`src/rtl/rvc_fetch_aligner.sv`:
```
// rvc_fetch_aligner: turns a stream of 32-bit IMEM words into 16/32-bit RISC-V
// instructions through a 4-entry halfword queue, with flush redirect support.
module rvc_fetch_aligner #(
  parameter logic [31:0] RESET_VECTOR = 32'h0
) (
  input  logic        clk,
  input  logic        reset_n,
  input  logic        flush,
  input  logic [31:0] flush_pc,
  output logic        mem_req,
  output logic [31:0] mem_addr,
  input  logic        mem_rvalid,
  input  logic [31:0] mem_rdata,
  output logic        out_valid,
  input  logic        out_ready,
  output logic [31:0] out_instr,
  output logic [31:0] out_pc,
  output logic        out_compressed
);
  logic [63:0] q_q, q_d, kept;
  logic [2:0]  count_q, count_d, pop_n, cnt_after;
  logic        outstanding_q, outstanding_d, discard_q, discard_d, drop_low_q, drop_low_d;
  logic [31:0] pc_q, pc_d, fetch_q, fetch_d, push_data;
  logic        comp, fire, push;
  assign comp           = q_q[1:0] != 2'b11;
  assign out_valid      = count_q >= (comp ? 3'd1 : 3'd2);
  assign out_compressed = comp;
  assign out_instr      = comp ? {16'h0, q_q[15:0]} : q_q[31:0];
  assign out_pc         = pc_q;
  assign mem_addr       = fetch_q;
  // gating with reset_n keeps the request low while reset is held
  assign mem_req        = reset_n && !outstanding_q && count_q <= 3'd2 && !flush;
  assign fire           = out_valid && out_ready;
  assign push           = mem_rvalid && outstanding_q && !discard_q;
  always_comb begin
    pop_n         = fire ? (comp ? 3'd1 : 3'd2) : 3'd0;
    cnt_after     = count_q - pop_n;
    push_data     = drop_low_q ? {16'h0, mem_rdata[31:16]} : mem_rdata;
    kept          = (q_q >> {pop_n, 4'b0}) & ~({64{1'b1}} << {cnt_after, 4'b0});
    q_d           = push ? kept | ({32'h0, push_data} << {cnt_after, 4'b0}) : kept;
    count_d       = cnt_after + (push ? (drop_low_q ? 3'd1 : 3'd2) : 3'd0);
    drop_low_d    = drop_low_q && !push;
    pc_d          = pc_q + {28'd0, pop_n, 1'b0};
    fetch_d       = mem_req ? fetch_q + 32'd4 : fetch_q;
    outstanding_d = mem_req;
    discard_d     = 1'b0;
    if (flush) begin
      q_d           = '0;
      count_d       = '0;
      pc_d          = {flush_pc[31:1], 1'b0};
      fetch_d       = {flush_pc[31:2], 2'b00};
      drop_low_d    = flush_pc[1];
      discard_d     = outstanding_q;
      outstanding_d = 1'b0;
    end
  end
  always_ff @(posedge clk or negedge reset_n) begin
    if (!reset_n) begin
      q_q           <= '0;
      count_q       <= '0;
      outstanding_q <= 1'b0;
      discard_q     <= 1'b0;
      drop_low_q    <= RESET_VECTOR[1];
      pc_q          <= {RESET_VECTOR[31:1], 1'b0};
      fetch_q       <= {RESET_VECTOR[31:2], 2'b00};
    end else begin
      q_q           <= q_d;
      count_q       <= count_d;
      outstanding_q <= outstanding_d;
      discard_q     <= discard_d;
      drop_low_q    <= drop_low_d;
      pc_q          <= pc_d;
      fetch_q       <= fetch_d;
    end
  end
endmodule

```
`config.mk`:
```
export PLATFORM = sky130hd
export DESIGN_NAME = rvc_fetch_aligner
export DESIGN_NICKNAME = d
export VERILOG_FILES = /design/src/rtl/rvc_fetch_aligner.sv
export SDC_FILE = /design/constraint.sdc
export NUM_CORES = 1
export LEC_CHECK = 0
export CELL_PAD_IN_SITES_DETAIL_PLACEMENT = 1
export CELL_PAD_IN_SITES_GLOBAL_PLACEMENT = 1
export CORE_ASPECT_RATIO = 1.5
export CORE_UTILIZATION = 39
export DETAILED_ROUTE_END_ITERATION = 8
export PLACE_DENSITY_LB_ADDON = 0.1
export SLEW_MARGIN = 30
export SYNTH_ARGS = -nofsm -noshare
export SYNTH_HDL_FRONTEND = slang
export SYNTH_SLANG_ARGS = --single-unit
```
`constraint.sdc`:
```
create_clock -name clk -period 5.4 [get_ports clk]
set_input_delay 1.35 -clock clk [delete_from_list [all_inputs] [get_ports clk]]
set_output_delay 1.35 -clock clk [all_outputs]
set_load 0.005 [all_outputs]
```
==> results of run 1 <==
[metal layers]
metal  up-vias  global-route usage
met5         -                   0
met4         0               0.124
met3        71              0.0489
met2       245               0.507
met1      4030               0.323
li1       3625                   -
[flip-flops by register name, summed over array words and instances (netlist names)]
register and count:
discard_q 1, drop_low_q 1, outstanding_q 1, q_q 64, count_q 3, mem_addr 30, out_pc 31
[cell type report]
| type | count | area share |
|---|---|---|
| Multi-Input combinational cell | 651 | 0.420 |
| Sequential cell | 131 | 0.312 |
| Timing Repair Buffer | 189 | 0.175 |
| Clock buffer | 21 | 0.0438 |
| Tap cell | 264 | 0.0314 |
| Clock inverter | 11 | 0.0123 |
| Inverter | 17 | 0.00607 |
[stage by stage]
step | hold slack, ps | area, um2
after floorplan | 488 | 8190
after global placement | 510 | 9930
after detailed placement | 521 | 9930
after CTS | 535 | 10500
after global routing | 548 | 10500
final | 536 | 10500
[cell usage in the layout, fill, tap and decap left out, types with 6 or more instances in the layout]
cell type	netlist	final
clkdlybuf4s50_1	0	161
dfrtp_1	131	131
o21ai_0	12	12
a2bb2oi_1	13	13
a311oi_1	18	18
and4_1	12	12
a2111oi_0	28	28
nor2b_1	18	18
and3_1	25	25
or4_1	8	8
a211oi_1	10	10
mux2i_1	17	17
xnor2_1	15	15
buf_4	19	25
nand4_1	23	23
o32ai_1	14	14
or3_1	9	9
and2_1	33	33
nor2_1	62	62
mux2_2	12	12
ha_1	7	7
inv_1	16	15
o2bb2ai_1	13	13
clkbuf_16	0	17
a31oi_1	17	17
nand3_1	20	20
a221o_1	16	16
nand2_1	62	62
nor4_1	13	13
nor3_1	11	11
o31ai_1	23	22
a21oi_1	56	56
a21o_1	6	6
o211ai_1	18	18
[worst max-delay path, stage by stage]
cell and delay, ps:
buf_6 110, a21boi_0 180, buf_4 210, nand2_1 170, nor2_1 160, clkdlybuf4s50_1 570
[how the worst max path moves through the flow]
stage          slack (ps)  startpoint  endpoint  cells after the start
6_report             1300     reset_n   mem_req                      6
4_1_cts              1260     reset_n   mem_req                      6
3_3_place_gp         1070   out_ready    q_q[7]                     10
3_5_place_dp         1010   out_ready    q_q[2]                     10
5_1_grt              1140     reset_n   mem_req                      6
2_1_floorplan         820      q_q[0]   q_q[10]                     18
[cell families (layout without fill, tap and decap cells)]
kind of cell               count (synthesis)  after routing  share of synthesized area
adders and majority gates                 10             10                     0.0180
other                                      1              3                   0.000458
AOI/OAI and AO/OA                        270            270                      0.248
DFF                                      131            131                      0.401
muxes                                     29             29                     0.0373
buffers and inverters                    111            238                     0.0624
and+or+nand+nor                          320            320                      0.213
xor gates and xnor gates                  19             19                     0.0203
[power groups by stage]
stage	clock [mW]	combinational, mW	sequential, mW
floorplan	0	0.913	1.25
global placement	0	1.48	1.30
detailed placement	0	1.50	1.30
CTS	1.19	1.51	1.29
global route	1.22	1.63	1.31
finish	1.17	1.50	1.29
==> metrics, run 1 <==
multi-input logic area=0.00442 mm2; Core Area=0.0205 mm2; Port-buffer cells=163; EDFF count, synth=0; initial antenna violation count=0; Post-synth ARST share=1.00; top post-synthesis cells by area=dfrtp_1, a21oi_1, a2111oi_0; status=finished, final reports clean; met1 WL=11700 um; maxcap violations=0; Final Util=0.513; YS warnings=0; worst hold start=q_q[58]; kind of critical path=in -> out; nets=1086; vias=7971; worst r2r path cells=15; Max Clk Rate=244 MHz; R2R Path End=q_q[2]; min-delay worst type=reg -> reg; Reg clk slew, reported paths=60 ps; WP data arrival=2750 ps; Area Overhead vs Synth=28.5%; routability cong.=0.796; largest net degree at the start of global routing=133; Cell Count, Final, Fillers Out=1284; post-synth top area share=0.401; #FFs+latches synth=131; die width=120 um; Synth Flop Type=dfrtp_1; final worst setup slack=1300 ps; Crit Path Max Fanout=12; CTS tree=done; vias in the first global route=8309; Logic pwr share=0.379; count of pins over their slew limit=0; DRC viols=0; final setup violation count=0; area leader, netlist=dfrtp_1; row cnt=64; clock buffer count from CTS=17; crit path capture type=output port; Syn Area/Cell=9.19 um2; final worst path period need=4100 ps; sequential share of power=0.325; setup bufs post-CTS=0; total gr overflow=0; later-pin clock latency in the skew report=430 ps; CP required=4050 ps; post-synth cell types=66; synthesized area=0.00818 mm2; Final Hold Viols=0; 1st-pass router iterations=5; 1st-iter DRT viols=410; # resized after CTS=0; WL per Instance=22.9 um; routed wire length=29400 um; vias per cell=6.21; most common cell in the synthesized netlist=dfrtp_1; Clock Root Buffer=clkbuf_16; first-pass GRT wire length=47300 um; Leak=4.08 nW; clock sink count=131; Post-DRT Antenna Nets=0; Initial Util=0.399; Syn Inst Count=891; Synth top cells by count=dfrtp_1, nand2_1, nor2_1; cts hold-fix bufs=0; RSZ-0062 raised after global routing=false; Net Sw Power=1.51 mW; Final Cycle Share=0.760; die footprint=0.0216 mm2; clock network power share=0.296; Worst VDD drop=0.000240 V; post-synthesis sequential area ratio=0.401; Max Root-Sink Buffers=2; Sequential Area=0.00328 mm2; Worst R2R Start=q_q[1]; Top Layer Used=met4; WHS Path Cells=1; Top-Level Pins=168; H-tree Lvls=4; Worst slew margin=0.365; filler instances=2350; Least-Margin Pin Slew=953 ps; clock skew=10.5 ps; WHS Endpoint=q_q[42]; ANT cells=0; dpl cells=1252; GRT Total Usage=0.282; Fin Setup TNS=0 ps; post-place setup slack=1010 ps; Worst setup SP type=primary input; met3 wire length=1320 um; Post-DP HPWL=19800 um; Met2 Wirelength=15500 um; Pint=2.45 mW; power per cell area=377 mW/mm2; Die Ht=179 um; flop-to-flop setup slack=1350 ps; Overall Power=3.96 mW; share of layout cells above drive strength 1=0.0794; Net Sw Frac=0.381
(Power assumes the default switching activity.)
==> run 2, diff against run 1 <==
- clock period: 5.4 -> 4.05 ns (I/O delays scaled with it)
==> run 2 against run 1 <==
Against the previous run:
- hold slack improved by 1.1 ps
- global-route usage increased by 0.43 points
- clock power increased by 27%
- clock skew about the same
- clock-buffer cell count decreased by 3
- largest power group unchanged
- critical path depth increased by 9
- final area increased by 1.2%
- routed wire length increased by 2.2%
- sequential power increased by 33%
- first-iteration DRC count increased by 11%
- worst setup slack got worse by 890 ps
==> metrics, run 2 (same netlist as run 1, synthesis figures left out) <==
vias=7973 (+0.025%); Initial Util=0.399 (unchanged); Max Clk Rate=275 MHz; clock buffer count from CTS=17 (unchanged); vias per cell=6.13 (-1.2%); RSZ-0062 raised after global routing=false; Top-Level Pins=168 (unchanged); dpl cell area=0.0101 mm2 (+1.4%); Logic pwr share=0.397 (+0.018); routability cong.=0.835 (+5.0%); Final Util=0.519 (+0.00635); max FFs per register=64 (unchanged); Least-Margin Pin Slew=967 ps (+14.6 ps); die footprint=0.0216 mm2 (unchanged); Net Sw Frac=0.390 (+0.00869); Net Sw Power=2.08 mW (+38%); WHS=537 ps (+1.08 ps); sequential share of power=0.323 (-0.002); most frequent cells in the layout=clkdlybuf4s50_1, dfrtp_1, nand2_1, nor2_1, a21oi_1; GRT Total Usage=0.287 (+0.00428); share of layout cells above drive strength 1=0.0985 (+0.0190); status=finished, final reports clean; total gr overflow=0 (unchanged); ANT cells=0 (unchanged); slowest stage cell, crit path=o31ai_2; Worst VDD drop=0.000352 V (+47%); Final Hold Viols=0 (unchanged); Overall Power=5.33 mW (+35%); Die Ht=179 um (unchanged); Worst Path Buf+Inv=5 (+2); crit-path cells=and2_4 > inv_2 > ha_1 > nand2b_1 > a211oi_4 > inv_1 > nand2_1 > nor2_1 > ha_1 > fa_2 > buf_4 > inv_1 > o31ai_2 > buf_4 > o32ai_1; power per cell area=501 mW/mm2 (+33%); commonest non-fill, non-tap cell in the layout=clkdlybuf4s50_1; first-pass GRT wire length=47800 um (+1.1%); Core Area=0.0205 mm2 (unchanged); Post-Layout Inst Area=0.0106 mm2 (+1.2%); count of pins over their slew limit=0 (unchanged); WP data arrival=3930 ps (+1180 ps); Port-buffer cells=163 (unchanged); clock sink count=131 (unchanged); Most flops, register=q_q; final worst path period need=3640 ps; 1st-pass router iterations=4 (-1); CTS tree=done; Max stage delay on crit path=620 ps (+50 ps); dpl cells=1268 (+1.3%); Crit path max-delay family=adder cells; H-tree Lvls=4 (unchanged); Area Overhead vs Synth=30.1%; 1st-iter DRT viols=456 (+11%); Leak=4.15 nW (+1.8%); crit path capture type=register; routed wire length=30100 um (+2.2%); WL per Instance=23.1 um (+0.91%); vias in the first global route=8480 (+2.1%); largest net degree at the start of global routing=72 (-46%); met1 WL=11500 um (-1.4%); CP required=4340 ps (+290 ps); die width=120 um (unchanged); Post-DP HPWL=20800 um (+5.1%); Top Layer Used=met4; kind of critical path=reg -> reg; Worst setup SP type=register; nets=1102 (+1.5%); Fin Setup TNS=0 ps (unchanged); Final Cycle Share=0.899; maxcap violations=0 (unchanged); clock network power share=0.280 (-0.016); DRC viols=0 (unchanged); Reg clk slew, reported paths=60 ps (about the same); min-delay worst type=reg -> reg; post-place setup slack=72.9 ps (-936 ps); later-pin clock latency in the skew report=430 ps (about the same); Post-DRT Antenna Nets=0 (unchanged); Met2 Wirelength=16600 um (+7.2%); final worst setup slack=410 ps (-888 ps); Max Root-Sink Buffers=2 (unchanged); Worst slew margin=0.355 (-0.00972); initial antenna violation count=0 (unchanged); Crit Path Max Fanout=11 (-1); Pint=3.25 mW (+33%); row cnt=64 (unchanged); Clock Root Buffer=clkbuf_16; clock skew=10.8 ps (+0.390 ps); final setup violation count=0 (unchanged); Cell Count, Final, Fillers Out=1300 (+1.2%); met3 wire length=1190 um (-10%)
## run 2: what timing repair did
| action | in CTS | in global routing |
|---|---|---|
| gates resized for setup | 0 | 1 |
| setup endpoints to repair | 0 | 2 |
| hold buffers | 0 | 0 |
| setup buffers | 0 | 0 |
## run 2: routing by layer
metal	track usage	vias up
li1	-	3656
met1	0.330	4063
met2	0.503	211
met3	0.0447	43
met4	0.155	0
met5	0	-
## run 2: worst reg2reg max path, delay by kind of cell, from the launching register on
| kind | cells | cell delay [ps] |
|---|---|---|
| AO/OA/AOI/OAI | 3 | 950 |
| adder cells (fa/ha/maj) | 3 | 980 |
| buffers and inverters | 5 | 670 |
| flip-flops | 1 | 400 |
| AND/OR/NAND/NOR | 4 | 500 |
## run 2: layout make-up
class                      count  area, um2
sequential                   131       3280
multi-input combinational    651       4460
timing repair buffer         205       1960
inverter                      17       63.8
tap                          264        330
fill                        2353       9850
clock inverter                14        131
clock buffer                  18        429
## run 2: power by group through the flow
| stage | Combinational (mW) | Sequential, mW | Clock, mW |
|---|---|---|---|
| floorplan | 1.25 | 1.67 | 0 |
| global placement | 2.07 | 1.73 | 0 |
| detailed placement | 2.10 | 1.74 | 0 |
| CTS | 2.11 | 1.72 | 1.52 |
| global route | 2.29 | 1.76 | 1.56 |
| finish | 2.12 | 1.72 | 1.49 |
## run 2: worst paths after layout
path	startpoint	to	slack, ps	depth (start not counted)
worst max-delay path	q_q[0]	q_q[5]	410	15
worst min-delay path	q_q[50]	q_q[34]	540	1
worst max register to register	q_q[0]	q_q[5]	410	15
worst min register to register	q_q[50]	q_q[34]	540	1
max in group asynchronous	reset_n	mem_addr[25]	2060	3
min in group asynchronous	reset_n	q_q[26]	780	2
==> run 3, diff against run 2 <==
- CAP_MARGIN: default -> 15
- SETUP_SLACK_MARGIN: default -> 0.3
==> run 3 against run 2 <==
Against the previous run:
- sequential share of layout area about the same
- sequential cell count unchanged
- combinational power decreased by 2%
- cell count decreased by 0.46%
- clock skew decreased by 0.98 ps
- utilization about the same
- first-iteration DRC count decreased by 7.2%
- clock-buffer cell count increased by 3
- critical endpoint is now out_valid
==> metrics, run 3 (same netlist as run 1, synthesis figures left out) <==
status=finished, final reports clean; WHS Path Cells=1 (unchanged); H-tree Lvls=4 (unchanged); RSZ-0062 raised after global routing=false; Final Cycle Share=0.900 (about the same); Clock Root Buffer=clkbuf_16; final worst path period need=3640 ps (+3.46 ps); maxcap violations=0 (unchanged); Worst slew margin=0.346 (-0.00959); die footprint=0.0216 mm2 (unchanged); power per cell area=502 mW/mm2 (+0.26%); DRC viols=0 (unchanged); largest net degree at the start of global routing=83 (+15%); Top-Level Pins=168 (unchanged); Worst setup SP type=register; vias in the first global route=8500 (+0.24%); setup bufs post-CTS=0 (unchanged); vias=8011 (+0.48%); 1st-pass router iterations=4 (unchanged); first-pass GRT wire length=47300 um (-0.95%); Initial Util=0.399 (unchanged); clock sink count=131 (unchanged); Port-buffer cells=163 (unchanged); min-delay worst type=reg -> reg; Final Hold Viols=0 (unchanged); Most flops, register=q_q; share of layout cells above drive strength 1=0.103 (+0.00446); kind of critical path=reg -> out; commonest non-fill, non-tap cell in the layout=clkdlybuf4s50_1; initial antenna violation count=0 (unchanged); row cnt=64 (unchanged); routed wire length=29900 um (-0.62%); Core Area=0.0205 mm2 (unchanged); nets=1096 (-0.54%); clock skew=9.86 ps (-0.985 ps); worst hold start=q_q[37]; count of pins over their slew limit=0 (unchanged); met1 WL=11800 um (+2.5%); R2R Path End=q_q[44]; Max Clk Rate=274 MHz (about the same); Area Overhead vs Synth=30.2% (about the same); Worst VDD drop=0.000367 V (+4.2%); CTS tree=done; Met2 Wirelength=15800 um (-5.2%); routability cong.=0.816 (-2.4%); worst r2r path cells=16 (+1); final setup violation count=0 (unchanged); Post-DP HPWL=20200 um (-2.9%); Final Util=0.520 (about the same); total gr overflow=0 (unchanged); Crit Path Max Fanout=38 (+27); Max Root-Sink Buffers=2 (unchanged); Die Ht=179 um (unchanged); WHS Endpoint=q_q[37]; clock buffer count from CTS=17 (unchanged); 1st-iter DRT viols=423 (-7.2%); Fin Setup TNS=0 ps (unchanged); Reg clk slew, reported paths=60 ps (about the same); max FFs per register=64 (unchanged); vias per cell=6.19 (+0.94%); Post-DRT Antenna Nets=0 (unchanged); crit path capture type=output port; Worst R2R Start=q_q[0]; met3 wire length=1450 um (+22%); Leak=4.15 nW (about the same); WL per Instance=23.1 um (-0.16%); ANT cells=0 (unchanged); Least-Margin Pin Slew=982 ps (+14.4 ps); GRT Total Usage=0.283 (-0.00310); flop-to-flop setup slack=460 ps (+50 ps); Top Layer Used=met4; most frequent cells in the layout=clkdlybuf4s50_1, dfrtp_1, nor2_1, nand2_1, a21oi_1; die width=120 um (unchanged); later-pin clock latency in the skew report=440 ps (about the same); WP data arrival=2630 ps (-1300 ps); CP required=3040 ps (-1300 ps); WHS=535 ps (-2.24 ps)
[run 3: stage by stage]
stage / setup WS (ps) / cells / power, mW / cell area, um2
floorplan: 140 / 893 / 2.98 / 8320
global placement: 171 / 1262 / 3.78 / 10100
detailed placement: 162 / 1262 / 3.81 / 10100
CTS: 405 / 1294 / 5.37 / 10600
global route: 341 / 1294 / 5.61 / 10700
finish: 406 / 1294 / 5.35 / 10700
[run 3: worst max path at each step]
stage / from / end / cells past startpoint / slack (ps)
final: q_q[0] / out_valid / 8 / 410
after floorplan: q_q[0] / q_q[10] / 20 / 140
after CTS: q_q[0] / q_q[32] / 15 / 400
after global placement: out_ready / q_q[33] / 10 / 170
after global routing: q_q[0] / q_q[47] / 16 / 340
after detailed placement: out_ready / q_q[32] / 10 / 160
[run 3: critical path: stages (launching register included)]
cell and delay, ps:
dfrtp_1 390, and2_4 180, inv_2 60, ha_4 250, nand2b_4 120, a211oi_4 60
inv_2 80, buf_4 450, clkdlybuf4s50_1 600
[run 3: final cells by class]
cell class | count | area (um2)
tap | 264 | 330
clock buffer | 21 | 480
clock inverter | 11 | 103
fill | 2364 | 9850
multi-input combinational | 651 | 4500
inverter | 17 | 63.8
timing repair buffer | 199 | 1900
sequential | 131 | 3280
[run 3: what timing repair did]
action	CTS	global route
gates resized for setup	0	1
hold buffers	0	0
setup endpoints to repair	0	1
hold endpoints to repair	0	0
[run 3: power by group]
group / switching, mW / internal, mW / leakage (nW) / total (mW)
logic: 1.21 / 0.877 / 2.20 / 2.08
clock network: 0.630 / 0.910 / 0.281 / 1.54
registers: 0.227 / 1.50 / 1.67 / 1.72
total: 2.06 / 3.28 / 4.15 / 5.35
[run 3: per-layer routing]
| layer | GRT usage | vias up |
|---|---|---|
| met5 | 0 | - |
| met4 | 0.133 | 0 |
| met3 | 0.0546 | 59 |
| met2 | 0.514 | 244 |
| met1 | 0.313 | 4066 |
| li1 | - | 3642 |
